[config.mk]
export PLATFORM = sky130hd
export DESIGN_NAME = uart_rx
export DESIGN_NICKNAME = d
export VERILOG_FILES = /design/src/rtl/uart_rx.sv
export SDC_FILE = /design/constraint.sdc
export NUM_CORES = 1
export LEC_CHECK = 0
export ABC_AREA = 1
export CAP_MARGIN = 20
export CELL_PAD_IN_SITES_DETAIL_PLACEMENT = 1
export CELL_PAD_IN_SITES_GLOBAL_PLACEMENT = 1
export CORE_MARGIN = 5
export CORE_UTILIZATION = 33
export CTS_CLUSTER_SIZE = 25
export DETAILED_ROUTE_END_ITERATION = 10
export GPL_TIMING_DRIVEN = 0
export PLACE_DENSITY = 0.8
export SLEW_MARGIN = 5
export SYNTH_ARGS = -nofsm -noshare
export SYNTH_HDL_FRONTEND = slang
export SYNTH_SLANG_ARGS = --single-unit
[constraint.sdc]
create_clock -name clk -period 2.76 [get_ports clk]
set_input_delay 0.828 -clock clk [delete_from_list [all_inputs] [get_ports clk]]
set_output_delay 0.828 -clock clk [all_outputs]
set_load 0.03 [all_outputs]
[src/rtl/uart_rx.sv]
// ----------------------------------------------------------------------------
// uart_rx -- 8N1 UART receiver for the iCESugar-nano PMOD USB-serial adapter.
//
// The asynchronous rx line is brought into the clk domain through a two-flop
// synchronizer and then oversampled by a baud counter. A start bit is
// qualified at its middle, each data bit and the stop bit are sampled at
// their middles, and a correctly framed byte is published on data_read with
// a one-clock valid_byte strobe. A low stop bit raises the error level, which
// holds until the next start bit is detected.
//
// Ports:
//   clk        in   1  system clock, rising edge
//   reset      in   1  synchronous, active-high reset
//   rx         in   1  serial data in, idle high, asynchronous to clk
//   tx         out  1  serial data out, held idle (1)
//   cts        in   1  CTS# from adapter, sampled but not used
//   rts        out  1  RTS# to adapter, active-low: 0 = ready to receive
//   data_read  out  8  last correctly framed byte
//   valid_byte out  1  one-clock strobe: data_read just updated
//   error      out  1  framing error level
//   debug      out  8  {state[2:0], bit_idx[2:0], rx_sync, error}
// ----------------------------------------------------------------------------
module uart_rx #(
   parameter int CLKS_PER_BIT = 104,
   parameter int DATA_BITS    = 8
) (
   input  logic       clk,
   input  logic       reset,
   input  logic       rx,
   output logic       tx,
   input  logic       cts,
   output logic       rts,
   output logic [7:0] data_read,
   output logic       valid_byte,
   output logic       error,
   output logic [7:0] debug
);

   localparam int CNT_W = $clog2(CLKS_PER_BIT);

   // Sample points inside one bit period, counted from the state entry.
   localparam logic [CNT_W-1:0] HALF_PT  = CNT_W'(CLKS_PER_BIT / 2 - 1);
   localparam logic [CNT_W-1:0] FULL_PT  = CNT_W'(CLKS_PER_BIT - 1);
   localparam logic [2:0]       LAST_BIT = 3'(DATA_BITS - 1);

   typedef enum logic [2:0] {
      IDLE  = 3'd0,
      START = 3'd1,
      DATA  = 3'd2,
      STOP  = 3'd3,
      BREAK = 3'd4
   } state_t;

   state_t           state_r, state_next_s;
   logic [CNT_W-1:0] clk_cnt_r, clk_cnt_next_s;
   logic [2:0]       bit_idx_r, bit_idx_next_s;
   logic [7:0]       shreg_r, shreg_next_s;
   logic [7:0]       data_read_r, data_read_next_s;
   logic             valid_r, valid_next_s;
   logic             error_r, error_next_s;
   logic             rts_r;
   logic             sync1_r, sync2_r;
   logic             cts_unused_r;
   logic             rx_sync_s;

   assign rx_sync_s = sync2_r;

   // Two-flop synchronizer for rx; idle-high so reset looks like a quiet line.
   always_ff @(posedge clk) begin
      if (reset) begin
         sync1_r <= 1'b1;
         sync2_r <= 1'b1;
      end else begin
         sync1_r <= rx;
         sync2_r <= sync1_r;
      end
   end

   // CTS# is captured for completeness; there is no transmitter to gate.
   always_ff @(posedge clk) begin
      if (reset) begin
         cts_unused_r <= 1'b1;
      end else begin
         cts_unused_r <= cts;
      end
   end

   // Next-state, baud counter, shift register and output-update logic.
   always_comb begin
      state_next_s     = state_r;
      clk_cnt_next_s   = '0;
      bit_idx_next_s   = bit_idx_r;
      shreg_next_s     = shreg_r;
      data_read_next_s = data_read_r;
      valid_next_s     = 1'b0;
      error_next_s     = error_r;

      case (state_r)
         IDLE: begin
            if (!rx_sync_s) begin
               state_next_s = START;
               error_next_s = 1'b0;
            end else begin
               state_next_s = IDLE;
            end
         end

         START: begin
            // Re-check the line half a bit later to reject short glitches.
            if (clk_cnt_r == HALF_PT) begin
               if (!rx_sync_s) begin
                  state_next_s   = DATA;
                  bit_idx_next_s = 3'd0;
               end else begin
                  state_next_s = IDLE;
               end
            end else begin
               clk_cnt_next_s = clk_cnt_r + CNT_W'(1);
            end
         end

         DATA: begin
            // Counting started mid start bit, so full-bit points land mid data bit.
            if (clk_cnt_r == FULL_PT) begin
               shreg_next_s[bit_idx_r] = rx_sync_s;
               if (bit_idx_r == LAST_BIT) begin
                  state_next_s   = STOP;
                  bit_idx_next_s = 3'd0;
               end else begin
                  bit_idx_next_s = bit_idx_r + 3'd1;
               end
            end else begin
               clk_cnt_next_s = clk_cnt_r + CNT_W'(1);
            end
         end

         STOP: begin
            if (clk_cnt_r == FULL_PT) begin
               if (rx_sync_s) begin
                  data_read_next_s = shreg_r;
                  valid_next_s     = 1'b1;
                  error_next_s     = 1'b0;
                  state_next_s     = IDLE;
               end else begin
                  error_next_s = 1'b1;
                  state_next_s = BREAK;
               end
            end else begin
               clk_cnt_next_s = clk_cnt_r + CNT_W'(1);
            end
         end

         BREAK: begin
            // A line held low must not be taken as a new start bit.
            if (rx_sync_s) begin
               state_next_s = IDLE;
            end else begin
               state_next_s = BREAK;
            end
         end

         default: begin
            state_next_s = IDLE;
         end
      endcase
   end

   // State, datapath and registered outputs.
   always_ff @(posedge clk) begin
      if (reset) begin
         state_r     <= IDLE;
         clk_cnt_r   <= '0;
         bit_idx_r   <= 3'd0;
         shreg_r     <= 8'h00;
         data_read_r <= 8'h00;
         valid_r     <= 1'b0;
         error_r     <= 1'b0;
         rts_r       <= 1'b1;
      end else begin
         state_r     <= state_next_s;
         clk_cnt_r   <= clk_cnt_next_s;
         bit_idx_r   <= bit_idx_next_s;
         shreg_r     <= shreg_next_s;
         data_read_r <= data_read_next_s;
         valid_r     <= valid_next_s;
         error_r     <= error_next_s;
         rts_r       <= (state_next_s != IDLE);
      end
   end

   assign tx         = 1'b1;
   assign rts        = rts_r;
   assign data_read  = data_read_r;
   assign valid_byte = valid_r;
   assign error      = error_r;
   assign debug      = {state_r, bit_idx_r, rx_sync_s, error_r};

endmodule

=== After elaboration in Yosys (flattened, before gate mapping) ===
Cells that the tools add are included.

* Output and inout bits: 20
* Memory bits (read-only): 0
* Memories: 0
* Word-level logic and storage cells: 63
* Flip-flop bits (word level): 34
* Bits in latches: 0
* Input port bits: 4
* RAM bits: 0

* Multiplexer cells: 24
* $add $sub $neg: 2
* Reductions and logical operators: 11
* Equality and inequality tests: 12
* Div/mod/pow operators: 0
* Shift-type cells: 0
* Bitwise gates (word level): 2
* Multiply operators: 0
* Magnitude comparators: 2

{| class="wikitable"
|+ Operators by type and width
! operator !! number
|-
| $mux W3 || 9
|-
| $pmux W3 S5 || 1
|-
| $mux W7 || 2
|-
| $pmux W7 S2 || 1
|-
| $ne A2 B2 Y1 const B || 5
|-
| $bwmux W8 || 1
|-
| $add A7 B1 Y7 const B || 1
|-
| $eq A7 B6 Y1 const B || 1
|-
| $eq A7 B7 Y1 const B || 1
|-
| $eq A3 B2 Y1 const B || 2
|-
| $eq A3 B3 Y1 const B || 2
|-
| $mux W1 || 6
|-
| $pmux W3 S2 || 1
|-
| $reduce_and A3 Y1 || 2
|-
| $lt A3 B4 Y1 const B || 1
|-
| $reduce_and A4 Y1 || 1
|-
| $reduce_bool A2 Y1 || 2
|-
| $add A3 B1 Y3 const B || 1
|-
| $demux W1 S3 || 1
|-
| $eq A3 B1 Y1 const B || 1
|-
| $ge A3 B1 Y1 const B || 1
|-
| $logic_not A3 Y1 || 1
|-
| $reduce_bool A3 Y1 || 1
|-
| $reduce_or A3 Y1 || 1
|-
| other kinds (6) || 7
|}

=== Depth between registers and ports, before layout ===
* Depth after elaboration: 5
* Gate-level depth with buffers: 9
* Gate-level depth less buffers: 9

=== Worst setup path after synthesis ===
Ideal clock, no wire load.

* Path type: reg-to-output
* Start: register error_r, in the netlist error
* End: output debug[0]
* Required time: 1932 ps
* Path buffers: 1
* Stages on the path, launching flop included: 2
* Path slack: 1213 ps
* Data arrival time: 719 ps
* Cells stage by stage: dfxtp_1 -> buf_4

{| class="wikitable"
|+ RTL lines
! element !! line !! source
|-
| start, declared || 60 || <nowiki>logic error_r, error_next_s;</nowiki>
|-
| start signal, assigned || 186 || <nowiki>error_r <= error_next_s;</nowiki>
|-
| end, declared || 36 || <nowiki>output logic [7:0] debug</nowiki>
|}

No word-level cell between the ends.

=== Final worst setup path ===
* Start: register bit_idx_r[0]
* End: output debug[2]

{| class="wikitable"
|+ RTL lines
! element !! line !! source
|-
| start, declared || 56 || <nowiki>logic [2:0] bit_idx_r, bit_idx_next_s;</nowiki>
|-
| start signal, assigned || 182 || <nowiki>bit_idx_r <= bit_idx_next_s;</nowiki>
|}

No word-level cell between the ends.

==> run_results.csv <==
group,metric,value,unit
run_status,status,"completed",
sta,hold_violations,0,
sta,fin_crit,2.331,ns
power_and_ir_drop,vdd_ir_drop_max,0.0002440,V
clock_network,cts_max_path_buffers,2,
synth,ys_warn_count,0,
power_and_ir_drop,p_per_area,512.3,nW/um^2
place,place.gp.congestion,0.7929,
clock_network,cts_buffers,5,
grt,grt_max_degree,12,
finish,fin_cells,293,
drt,routedWlPerCell,12.04,microns
sta,worst_slack,0.4289,ns
sta,report.final.slew_viol_count,0,
synth,synth_most_common_cell,"nor2_1",
synth,yosysSeqAreaShare,0.4437,
place,placedCellCount,285,
min_path,hp-class,"reg -> reg",
drt,dr.first_iter.drc_count,95,
sta,setup_viol,0,
drt,vias_per_cell,4.689,
synth,yosysTopAreaCellShare,0.4437,
grt,first_global_vias,1411,
synth,synth_ff_type,"dfxtp_1",
drt,vias,1374,
clock_network,htreeDepth,2,
clock_network,cts.sinks,34,
critical_path,worst-path-buf-inv,1,
power_and_ir_drop,p_leak,0.7729,nW
grt,grt_pass1_wl,6327,microns
sta,rsz0062_at_grt,"no",
power_and_ir_drop,p_int,0.0007740,W
critical_path,crit_required,1.93,ns
floorplan,io-pin-count,24,
floorplan,core_area,4444,sq um
grt,grtUsageTotal,0.1298,
finish,antenna_cells,0,
sta,tns,0,ns
synth,avgSynthCellArea,7.236,sq um
clock_network,path_clk_slew,0.07,ns
synth,synth_common_cells,"nor2_1, nand2_1, dfxtp_1",
place,dp_slack,0.4321,ns
drt,firstDrtPassIters,4,
power_and_ir_drop,combPwrFrac,0.041,
synth,yosysUniqueCellTypes,26,
power_and_ir_drop,p_clk_frac,0.454,
critical_path,worst_ep_arrival_time,1.50,ns
synth,synth_fp_nets,219,
floorplan,start_util,0.3452,
finish,drive_gt1_frac,0.09959,
finish,fin_nets,247,
sta,fin_crit_sh,0.8446,
floorplan,die_w,78.18,microns
synth,synth_cells,212,
synth,synthArstFlopShare,0,
drt,detail-route-antenna-nets,0,
clock_network,clkLatencyLatePin,0.29,ns
power_and_ir_drop,netSwitchingFraction,0.2123,
synth,netlist_area,1534,sq um
place,hpwlAfterDp,2553,microns
sta,fin_hold_ws,0.4192,ns
finish,nFillCells,576,
clock_network,cts_setup_buffers,0,
grt,grt_overflow_total,0,
critical_path,path_cells,"clkdlybuf4s50_1",
critical_path,slowest_stage,"clkdlybuf4s50_1",
place,io_buffers,21,
drt,drc_errors,0,
synth,synth_edf_count,0,
critical_path,cp_top_family,"buffers and inverters",
synth,synth_top_area_cell,"dfxtp_1",
sta,fin_skew,0.006969,ns
synth,yosys-top-cells-area,"dfxtp_1, nor2_1, nand2_1",
critical_path,critical_path_class,"reg -> out",
critical_path,crit_path_end_kind,"output port",
synth,ys_ff_latch,34,
critical_path,worst_setup_path_start_kind,"flip-flop",
clock_network,hold_buffers,0,
power_and_ir_drop,seq_power_share,0.505,
job,max-cap-violations,0,
floorplan,die_y,78.18,microns
sta,clock.fmax,429.0,MHz
clock_network,cts_resized,0,
floorplan,die_area,6112,sq um
critical_path,slowest_delay,0.73,ns
finish,syn_to_final_growth,25.04,%
clock_network,cts_tree,"built",
clock_network,cts_root_buf,"clkbuf_8",
power_and_ir_drop,power.switching,0.0002087,W
floorplan,core.rowCount,24,
grt,antenna_found_initial,0,
drt,wl,3529,microns
critical_path,path_max_fanout,8,
## path summary, 6_finish.rpt
check,start,endpoint,slack [ns],cells after the start
setup / recovery,bit_idx_r[0],debug[2],0.43,1
hold / removal,sync1_r,rx_sync_s,0.42,1
setup reg to reg,clk_cnt_r[0],data_read[0],1.19,8
hold reg to reg,sync1_r,rx_sync_s,0.42,1
## metal layers
| metal | share of wire | global-route usage | wire length (microns) | up-vias |
|---|---|---|---|---|
| li1 | - | - | - | 719 |
| met1 | 0.49 | 0.1662 | 1737 | 624 |
| met2 | 0.44 | 0.2055 | 1561 | 25 |
| met3 | 0.046 | 0.03776 | 162 | 6 |
| met4 | 0.019 | 0.05245 | 68 | 0 |
| met5 | 0 | 0 | 0 | - |
## logic make-up (layout without fill, tap and decap cells)
kind of cell	after synthesis	count (layout)	synth area share
simple gates	120	120	0.3458
flops	34	34	0.4437
buf+inv	25	54	0.07503
compound gates	24	24	0.07994
xor+xnor	5	5	0.02855
fa+ha+maj	3	3	0.02447
other cells	1	1	0.002445
## registers in the layout, indices dropped and copies added (netlist names)
register / flops
bit_idx_r: 3
clk_cnt_r: 7
data_read: 8
error: 1
rts: 1
rx_sync_s: 1
shreg_r: 8
state_r: 3
sync1_r: 1
valid_byte: 1
## power by group through the flow
stage               Combinational, W  Clock (W)  Sequential, W
global placement           0.0000397          0       0.000507
finish                     0.0000401   0.000446       0.000496
floorplan                  0.0000209          0       0.000511
detailed placement         0.0000403          0       0.000507
CTS                        0.0000406   0.000463       0.000496
global route               0.0000442   0.000483       0.000496
## layout make-up
| class | instances | area [sq um] | area share |
|---|---|---|---|
| tap | 52 | 65.06 | 0.03392 |
| clock inverter | 3 | 40.04 | 0.02087 |
| buffer | 7 | 46.29 | 0.02414 |
| sequential | 34 | 680.7 | 0.3549 |
| multi-input combinational | 153 | 738.2 | 0.3849 |
| clock buffer | 5 | 68.82 | 0.03588 |
| inverter | 18 | 68.82 | 0.03588 |
| timing repair buffer | 21 | 210.2 | 0.1096 |
## stage by stage
stage / area, sq um / total power, W / utilization
floorplan: 1534 / 0.0005318 / -
global placement: 1809 / 0.0005469 / 0.4071
detailed placement: 1809 / 0.0005475 / 0.4071
CTS: 1918 / 0.001000 / 0.4316
global route: 1918 / 0.001023 / 0.4316
finish: 1918 / 0.0009826 / 0.4316
## placed cells by master (no fill, tap or decap), types with 5 or more instances in the layout
cell | Yosys | layout
a21oi_1 | 14 | 14
clkdlybuf4s50_1 | 0 | 21
nand2_1 | 42 | 42
clkbuf_8 | 0 | 5
o21ai_0 | 9 | 9
dfxtp_1 | 34 | 34
inv_1 | 15 | 15
nor2_1 | 48 | 48
nand3_1 | 19 | 19
No activity file was read; power rests on OpenSTA's default activity.
